### src/rtl/run_detect_pkg.sv
// run_detect_pkg: shared FSM encoding and elaboration helpers for the run-detect arbiter
package run_detect_pkg;
   typedef enum logic [1:0] {
      IDLE   = 2'd0,
      STREAM = 2'd1,
      DONE   = 2'd2
   } state_t;
   function automatic int clog2(input int v);
      for (int r = 0; r < 32; r++)
         if ((1 << r) >= v) return r;
      return 32;
   endfunction
endpackage

### src/rtl/run_detector.sv
// run_detector: saturating run-of-ones counter that flags each bit completing RUN_LEN ones
//   clk   : clock, rising edge
//   reset : asynchronous active-low reset
//   clr   : synchronous clear of the run (end of burst)
//   en    : a bit is accepted this cycle
//   din   : the accepted bit
//   hit   : combinational flag, accepted 1 that brings the run to RUN_LEN
module run_detector
   import run_detect_pkg::*;
#(
   parameter int RUN_LEN = 2
) (
   input  logic clk,
   input  logic reset,
   input  logic clr,
   input  logic en,
   input  logic din,
   output logic hit
);
   localparam int RW = clog2(RUN_LEN + 1);
   logic [RW-1:0] run, run_nxt;
   // the run parks at RUN_LEN so every further 1 keeps hitting
   always_comb begin
      run_nxt = din ? ((run == RW'(RUN_LEN)) ? run : run + RW'(1)) : '0;
      hit     = en & din & (run_nxt == RW'(RUN_LEN));
   end
   always_ff @(posedge clk or negedge reset)
      if (!reset)   run <= '0;
      else if (clr) run <= '0;
      else if (en)  run <= run_nxt;
endmodule

### src/rtl/run_detect_arbiter.sv
// run_detect_arbiter: round-robin share of one run-of-ones detector between NUM_REQ serial lanes
//   clk, reset            : clock and asynchronous active-low reset
//   req_i/valid_i/bit_i/last_i : per-lane burst request, bit valid, bit, last-bit marker
//   ready_o, grant_o      : one-hot accept and grant of the lane being streamed
//   det_o, det_id_o       : registered detection pulse and its lane
//   done_o, done_id_o, done_cnt_o : burst-complete pulse, lane and saturated detection count
module run_detect_arbiter
   import run_detect_pkg::*;
#(
   parameter int NUM_REQ   = 4,
   parameter int RUN_LEN   = 2,
   parameter int BURST_MAX = 8,
   parameter int CNT_W     = 4,
   parameter int ID_W      = clog2(NUM_REQ)
) (
   input  logic               clk,
   input  logic               reset,
   input  logic [NUM_REQ-1:0] req_i,
   input  logic [NUM_REQ-1:0] valid_i,
   input  logic [NUM_REQ-1:0] bit_i,
   input  logic [NUM_REQ-1:0] last_i,
   output logic [NUM_REQ-1:0] ready_o,
   output logic [NUM_REQ-1:0] grant_o,
   output logic               det_o,
   output logic [ID_W-1:0]    det_id_o,
   output logic               done_o,
   output logic [ID_W-1:0]    done_id_o,
   output logic [CNT_W-1:0]   done_cnt_o
);
   localparam int BW = clog2(BURST_MAX + 1);
   state_t            state, state_nxt;
   logic [ID_W-1:0]   g, last_g, pick, cand;
   logic [BW-1:0]     beat;
   logic [CNT_W-1:0]  cnt;
   logic              found, acc, fin, hit, streaming;
   // first requester strictly after the last one served, wrapping around
   always_comb begin
      pick  = last_g;
      found = 1'b0;
      cand  = '0;
      for (int i = 1; i <= NUM_REQ; i++) begin
         cand = ID_W'((int'(last_g) + i) % NUM_REQ);
         if (!found && req_i[cand]) begin
            pick  = cand;
            found = 1'b1;
         end
      end
   end
   always_comb begin
      streaming  = state == STREAM;
      acc        = streaming & valid_i[g] & req_i[g];
      fin        = streaming & ((acc & (last_i[g] | (beat == BW'(BURST_MAX - 1)))) | ~req_i[g]);
      state_nxt  = (state == IDLE) ? (|req_i ? STREAM : IDLE) :
                   (state == STREAM) ? (fin ? DONE : STREAM) : IDLE;
      grant_o    = streaming ? NUM_REQ'(1) << g : '0;
      ready_o    = grant_o;
      done_o     = state == DONE;
      done_id_o  = done_o ? g : '0;
      done_cnt_o = done_o ? cnt : '0;
   end
   always_ff @(posedge clk or negedge reset)
      if (!reset) state <= IDLE;
      else        state <= state_nxt;
   always_ff @(posedge clk or negedge reset)
      if (!reset) begin
         g        <= '0;
         last_g   <= ID_W'(NUM_REQ - 1);
         beat     <= '0;
         cnt      <= '0;
         det_o    <= 1'b0;
         det_id_o <= '0;
      end else begin
         det_o    <= hit;
         det_id_o <= hit ? g : '0;
         if (state == IDLE && |req_i) g <= pick;
         if (acc) beat <= beat + BW'(1);
         if (hit && cnt != '1) cnt <= cnt + CNT_W'(1);
         if (state == DONE) begin
            last_g <= g;
            beat   <= '0;
            cnt    <= '0;
         end
      end
   run_detector #(.RUN_LEN(RUN_LEN)) u_det (
      .clk   (clk),
      .reset (reset),
      .clr   (state == DONE),
      .en    (acc),
      .din   (bit_i[g]),
      .hit   (hit)
   );
endmodule

### config.mk
export PLATFORM = sky130hd
export DESIGN_NAME = run_detect_arbiter
export DESIGN_NICKNAME = d
export VERILOG_FILES = /design/src/rtl/run_detect_pkg.sv /design/src/rtl/run_detector.sv /design/src/rtl/run_detect_arbiter.sv
export SDC_FILE = /design/constraint.sdc
export NUM_CORES = 1
export LEC_CHECK = 0
export BUFFER_PORTS_ARGS = -buffer_cell sky130_fd_sc_hd__buf_2
export CORE_MARGIN = 1
export CORE_UTILIZATION = 48
export CTS_BUF_LIST = sky130_fd_sc_hd__clkbuf_8
export DETAILED_ROUTE_END_ITERATION = 8
export MAX_ROUTING_LAYER = met4
export PLACE_DENSITY = 0.78
export SYNTH_ARGS = -nofsm -noshare
export SYNTH_HDL_FRONTEND = slang
export SYNTH_SLANG_ARGS = --single-unit
### constraint.sdc
create_clock -name clk -period 1.63 [get_ports clk]
set_clock_uncertainty 0.05 [all_clocks]
set_input_delay 0.0815 -clock clk [delete_from_list [all_inputs] [get_ports clk]]
set_output_delay 0.0815 -clock clk [all_outputs]
set_load 0.02 [all_outputs]
==> results of run 1 <==
## worst paths after layout
| kind | startpoint | cells past startpoint | slack, ps | end |
|---|---|---|---|---|
| worst max-delay path | g[1] | 4 | -110 | cnt[2] |
| max in group asynchronous | reset | 2 | 960 | last_g[0] |
| min in group asynchronous | reset | 2 | 240 | cnt[0] |
| worst min register to register | beat[3] | 1 | 430 | beat[3] |
| worst min-delay path | req_i[0] | 4 | 230 | g[0] |
| worst max register to register | g[1] | 4 | -110 | cnt[2] |
## flip-flops by register name (all words and copies together), names as in the netlist
name and count:
det_o 1, g 2, u_det.run 2, det_id_o 2
beat 4, last_g 2, state 2, cnt 4
## synthesized netlist by cell type
| master | instances |
|---|---|
| dfrtp_1 | 17 |
| mux2i_1 | 13 |
| nand2_1 | 8 |
| and2_1 | 7 |
| inv_1 | 7 |
| nor2_1 | 7 |
| a21oi_1 | 6 |
| o21ai_0 | 6 |
| nand2b_1 | 5 |
| buf_4 | 4 |
| nand3_1 | 4 |
| nor3_1 | 4 |
| a21o_1 | 3 |
| a31oi_1 | 3 |
| clkbuf_1 | 3 |
| ha_1 | 3 |
| nand4_1 | 3 |
| nor2b_1 | 3 |
| a311oi_1 | 2 |
| dfstp_2 | 2 |
| a211o_1 | 1 |
| a211oi_1 | 1 |
| a32o_1 | 1 |
| a41oi_1 | 1 |
| buf_2 | 1 |
| buf_6 | 1 |
| mux2_2 | 1 |
| mux2i_2 | 1 |
| mux4_2 | 1 |
| nand3b_1 | 1 |
| nor4b_4 | 1 |
| o22a_4 | 1 |
| o22ai_1 | 1 |
| o22ai_2 | 1 |
| or3_1 | 1 |
| or3b_4 | 1 |
## area by class of cell
cell class                      instances  area (um2)  area share
Sequential cell                        19         479       0.286
Tap cell                               28        35.0      0.0209
Clock buffer                            3        41.3      0.0246
Inverter                                7        28.8      0.0172
Clock inverter                          1        5.00     0.00298
Multi-Input combinational cell         91         731       0.435
Timing Repair Buffer                   53         358       0.213
## placed cells by master (no fill, tap or decap), types with 5 or more instances in the layout
master     n
buf_2     26
buf_4     20
dfrtp_1   16
mux2i_1   10
nand2_1    8
and2_1     7
inv_1      6
a21oi_1    6
buf_6      6
nand2b_1   5
o21ai_0    5
## what timing repair did
action / in CTS / in global routing
resized for setup: 12 / 23
pin swaps: 5 / 2
hold buffers: 1 / 0
hold endpoints to repair: 17 / 0
buffers inserted: 2 / 1
setup endpoints to repair: 22 / 25
## cells by family (layout without fill, tap and decap cells)
family | Yosys count | count (layout)
buffers and inverters | 16 | 64
muxes | 16 | 16
AOI/OAI and AO/OA | 27 | 27
and+or+nand+nor | 45 | 45
adders and majority gates | 3 | 3
DFF | 19 | 19
## metrics by stage
stage          worst slack, ps  setup TNS [ps]  hold WS [ps]  std cells
3_5_place_dp              -167            -647         -1.72        194
2_1_floorplan             30.4               0          -264        126
6_report                  -108            -640           234        202
5_1_grt                   -138           -1590           286        202
4_1_cts                  -47.5            -149           208        201
3_3_place_gp             -1.63           -1.63         -8.52        194
## power groups by stage
stage	sequential (uW)	combinational (uW)	clock [uW]
after floorplan	721	1020	0
after global placement	763	1390	0
after detailed placement	778	1420	0
after CTS	763	1540	345
after global routing	795	1890	363
final	780	1770	337
## metal layers
metal,vias to the layer above,track usage
met5,-,-
met2,36,0.424
met1,577,0.293
li1,550,-
met4,0,0.136
met3,10,0.0493
## worst min-delay path, cell delays in order
cell and delay (ps):
buf_2 120, nor2_1 70, a21oi_1 130, o21ai_0 90
==> key figures, run 1 <==
STA
  • Final worst-path cycle share: 1.07
  • Final setup viols: 14
  • Final hold vios: 0
  • Worst slew margin relative to its limit: 0.713
  • Max Slew Vio Count: 0
  • Fmax: 575 MHz
  • Period minus WS final: 1740 ps
  • Final worst setup slack: -108 ps
  • Unrepaired setup endpoints after global routing: true
  • Worst slew pin tran: 430 ps

Pwr
  • Peak VDD IR: between 1000 and 1500 uV
  • Logic pwr share: 0.613
  • LEAKAGE: roughly 0.00083 uW
  • Clk pwr share: 0.117
  • Sw frac: 0.431
  • Cell area power density: 1720 mW/mm2
  • Seq pwr share: 0.270
  • Psw: between 1000 and 1500 uW
  • Total power: 2880 uW
  • Cell-internal power: 1640 uW

Setup path
  • Critical path arrival: 1850 ps
  • Slowest CP cell: dfrtp_2
  • WP buf/inv: 0
  • CP Data Required Time: 1740 ps
  • CP endpoint kind: flip-flop
  • Critical path's top delay family: multiplexers
  • Kind of critical path: flip-flop to flip-flop
  • Largest stage delay, worst path: 490 ps
  • Critical Path Source Type: flip-flop
  • Crit-path cells: mux2i_1 > mux2i_2 > a41oi_1 > a311oi_1
  • Crit Path Max Fanout: 6

Global routing
  • Largest net degree at the start of global routing: 20
  • Vias in the first global route: 1087
  • Total track usage: 0.257
  • Grt ovf: 0
  • Initial antenna violation count: 0
  • First-pass GRT wire length: 4890 um

Run status
  • Status: complete, but fails checks
  • Failing checks: negative setup slack

Yosys
  • Mapped Cells: 126
  • Synth area leaders: dfrtp_1 35%, mux2i_1 11%, dfstp_2 4.3%, and2_1 3.6%, ha_1 3.1%
  • Post-synth top area cell: dfrtp_1
  • Largest family of logic cells by synthesized area: simple AND/OR/NAND/NOR gates
  • Post-synthesis compound-gate area fraction: 0.155
  • Synth Area in Adders: 0.0306
  • Synth warn: 0
  • Yosys top cell area share: 0.347
  • Syn Nets: 147
  • Sequential area share after synthesis: 0.390
  • Library cells used by synthesis: 36
  • FF+latch count, synth: 19
  • Post-Synth Simple-Gate Area: 0.210
  • XOR/XNOR Fraction of Synth Area: 0
  • Avg Synthesized Cell Area: between 9 and 10 um2
  • Mux cell area share after synthesis: 0.145
  • Post-Syn Area: 0.00122 mm2

Finish
  • Area grow syn2layout: 37.0%
  • Util after Layout: 0.730
  • Post-Layout Inst Area: 0.00168 mm2
  • Final nets: slightly below 200
  • Layout cells sized above 1: 0.443
  • FILL cells: 163
  • N_diodes: 0

Clock network
  • CTS tree: done
  • Total CTS buffers: 3
  • H-tree Lvls: 1
  • Sink Count: 19
  • Clk slew on worst S/H paths: 70 ps
  • CTS Buffer Depth: 2
  • CTS Root Cell: clkbuf_8
  • Worst-skew pair later-pin latency: 260 ps

Routing
  • Routed vias: 1173
  • First-pass detailed-route iteration total: 4
  • Met3 WL: ~130 um
  • Post-route DRC violation count: 0
  • Vias per cell: around 5.8
  • Top sig layer: met4
  • Detail Route met2 WL: 1630 um
  • Routed len/inst: 16.1 um
  • Metal-1 WL: 1400 um
  • DRT antenna net count: 0
  • Final wirelength: 3250 um
  • Starting DRC count in detailed routing: 22

Hold path
  • Worst Hold Class: input pin to flip-flop

Floorplanning
  • Row count: 17
  • Die width: between 50 and 60 um
  • Core footprint: 0.00230 mm2
  • Initial Utilization: 0.533
  • Die H: 52.5 um
  • IO Count: 36
  • Full die area: 0.00276 mm2

Placed design
  • IO Port Bufs: 35
  • Final GP Congestion: between 0.8 and 0.9
  • Post-DP HPWL: approximately 2100 um
  • Placed inst area: 0.00148 mm2

Flow run
  • # Max-Cap Violations: 0
Note: power is estimated with default switching activity, not from simulation.
==> run 2: changes to the inputs <==
- BUFFER_PORTS_ARGS: -buffer_cell sky130_fd_sc_hd__buf_2 -> -buffer_cell sky130_fd_sc_hd__buf_4
- CORE_UTILIZATION: 48 -> 57
- PLACE_DENSITY: 0.78 -> 0.87
- clock period: 1.63 -> 2.1 ns (I/O delays scaled with it)
==> run 2 against run 1 <==
  * The run now ends clean
  * Sequential power fell by 21%
  * Combinational power fell by 44%
  * Total power fell by 35%
  * Via count fell by 8.5%
  * Sequential cell count did not move
  * Clock-buffer cell count did not move
  * Fmax fell by 7.5%
  * Die area fell by 15%
  * Sequential share of layout area rose by 2.6 points
  * Critical endpoint unchanged
  * Largest cell class unchanged
  * Largest power group unchanged
  * Highest routed layer unchanged
==> key figures, run 2 (synthesis results as in run 1) <==
Setup path
  • Reg-to-Reg End: cnt[2]
  • R2R Setup Slk: 220 ps (+330 ps)
  • RR Startpoint: g[1]
  • WP buf/inv: 0 (unchanged)
  • CP endpoint kind: flip-flop
  • Crit-path cells: mux2i_1 > mux2i_2 > a41oi_1 > a311oi_1
  • Slowest CP cell: dfrtp_1
  • FF-to-FF path depth: 4 (unchanged)
  • Kind of critical path: flip-flop to flip-flop
  • Crit Path Max Fanout: 12 (+6)
  • Largest stage delay, worst path: 660 ps (+170 ps)
  • Critical path arrival: 1990 ps (+140 ps)
  • Critical Path Source Type: flip-flop
  • CP Data Required Time: 2210 ps (+470 ps)
  • Critical path's top delay family: flip-flops

Placed design
  • IO Port Bufs: 35 (unchanged)
  • Final GP Congestion: 0.826 (-1.8%)
  • Post-DP HPWL: 1990 um (-6.4%)

Global routing
  • Largest net degree at the start of global routing: 20 (unchanged)
  • Vias in the first global route: 1014 (-6.7%)
  • First-pass GRT wire length: 4410 um (-9.9%)
  • Total track usage: 0.251 (-0.00536)
  • Initial antenna violation count: 0 (unchanged)
  • Grt ovf: 0 (unchanged)

Finish
  • Area grow syn2layout: 25.3%
  • Final nets: 181 (-7.7%)
  • N_diodes: 0 (unchanged)
  • Largest regs: beat x4, cnt x4
  • Util after Layout: 0.775 (+0.0442)
  • Layout cells sized above 1: 0.314 (-0.128)
  • Most frequent cells in the layout: 37 x buf_4, 17 x dfrtp_1, 13 x mux2i_1
  • FILL cells: 137 (-16%)
  • Most common cell after layout, fill and taps aside: buf_4

STA
  • Unrepaired setup endpoints after global routing: false
  • Final worst-path cycle share: 0.894 (-0.172)
  • Max Slew Vio Count: 0 (unchanged)
  • Fmax: 532 MHz (-7.5%)
  • Worst slew margin relative to its limit: 0.659 (-0.0546)
  • Worst slew pin tran: 512 ps (+81.8 ps)
  • Total negative slack: 0 ps (+640 ps)
  • Final hold vios: 0 (unchanged)
  • Period minus WS final: 1880 ps (+141 ps)
  • Final setup viols: 0 (-14)

Floorplanning
  • Die width: 48.4 um (-7.9%)
  • Row count: 16 (-1)
  • IO Count: 36 (unchanged)
  • Full die area: 0.00234 mm2 (-15%)
  • Initial Utilization: 0.618 (+0.0848)
  • Core footprint: 0.00198 mm2 (-14%)
  • Die H: 48.4 um (-7.9%)

Hold path
  • Worst Hold Class: input pin to asynchronous set/reset pin

Clock network
  • Clk slew on worst S/H paths: 70 ps (about the same)
  • Hold Buf Count CTS: 1 (unchanged)
  • H-tree Lvls: 1 (unchanged)
  • Resized Gates After CTS: 0 (-12)
  • Sink Count: 19 (unchanged)
  • CTS tree: done
  • CTS Buffer Depth: 2 (unchanged)
  • CTS Root Cell: clkbuf_8
  • Worst-skew pair later-pin latency: 260 ps (about the same)
  • Total CTS buffers: 3 (unchanged)
  • Setup Fix Bufs, Post-CTS: 0 (-2)

Routing
  • First-pass detailed-route iteration total: 4 (unchanged)
  • Routed len/inst: 14.6 um (-9.0%)
  • DRT antenna net count: 0 (unchanged)
  • Starting DRC count in detailed routing: 41 (+86%)
  • Routed vias: 1073 (-8.5%)
  • Final wirelength: 2720 um (-16%)
  • Vias per cell: 5.77 (-0.66%)
  • Post-route DRC violation count: 0 (unchanged)

Pwr
  • Peak VDD IR: 855 uV (-22%)
  • LEAKAGE: 0.000759 uW (-8.9%)
  • Cell area power density: 1210 mW/mm2 (-29%)

Flow run
  • # Max-Cap Violations: 0 (unchanged)

Run status
  • Status: finished, final reports clean
[run 2: layout make-up]
type | count | area, um2 | area share
Multi-Input combinational cell | 91 | 663 | 0.432
Clock buffer | 3 | 41.3 | 0.0269
Tap cell | 27 | 33.8 | 0.0220
Inverter | 7 | 26.3 | 0.0171
Sequential cell | 19 | 478 | 0.311
Timing Repair Buffer | 38 | 288 | 0.187
Clock inverter | 1 | 5.00 | 0.00326
[run 2: worst max-delay path by stage]
stage                  start       endpoint  slack (ps)  cells past startpoint
floorplan           state[0]  done_cnt_o[0]         500                      5
global placement        g[1]         cnt[2]         350                      4
detailed placement      g[1]         cnt[2]         270                      4
CTS                     g[1]         cnt[2]         250                      4
global route            g[1]         cnt[2]         100                      4
finish                  g[1]         cnt[2]         220                      4
[run 2: layer usage]
layer  global-route usage  vias up  part of all wire
li1                     -      517                 -
met1                0.306      492              0.41
met2                0.415       60              0.51
met3               0.0472        4             0.075
met4               0.0980        0            0.0077
met5                    -        -                 0
[run 2: through the flow]
step           setup slack, ps  instance area (um2)  hold slack [ps]  instances  power [uW]
2_1_floorplan              495                 1220             -241        126        1350
3_3_place_gp               353                 1480            -60.7        181        1550
3_5_place_dp               269                 1480            -58.2        181        1590
4_1_cts                    252                 1540              211        186        1850
5_1_grt                   99.0                 1540              228        186        1980
6_report                   222                 1540              200        186        1860
[run 2: worst reg2reg max path: stages, from the launching register on]
cell and delay (ps):
dfrtp_1 660, mux2i_1 200, mux2i_2 410, a41oi_1 200, a311oi_1 270
[run 2: where the power goes]
group / internal (uW) / switching (uW)
Sequential: 484 / 136
Combinational: 438 / 551
Clock: 132 / 123
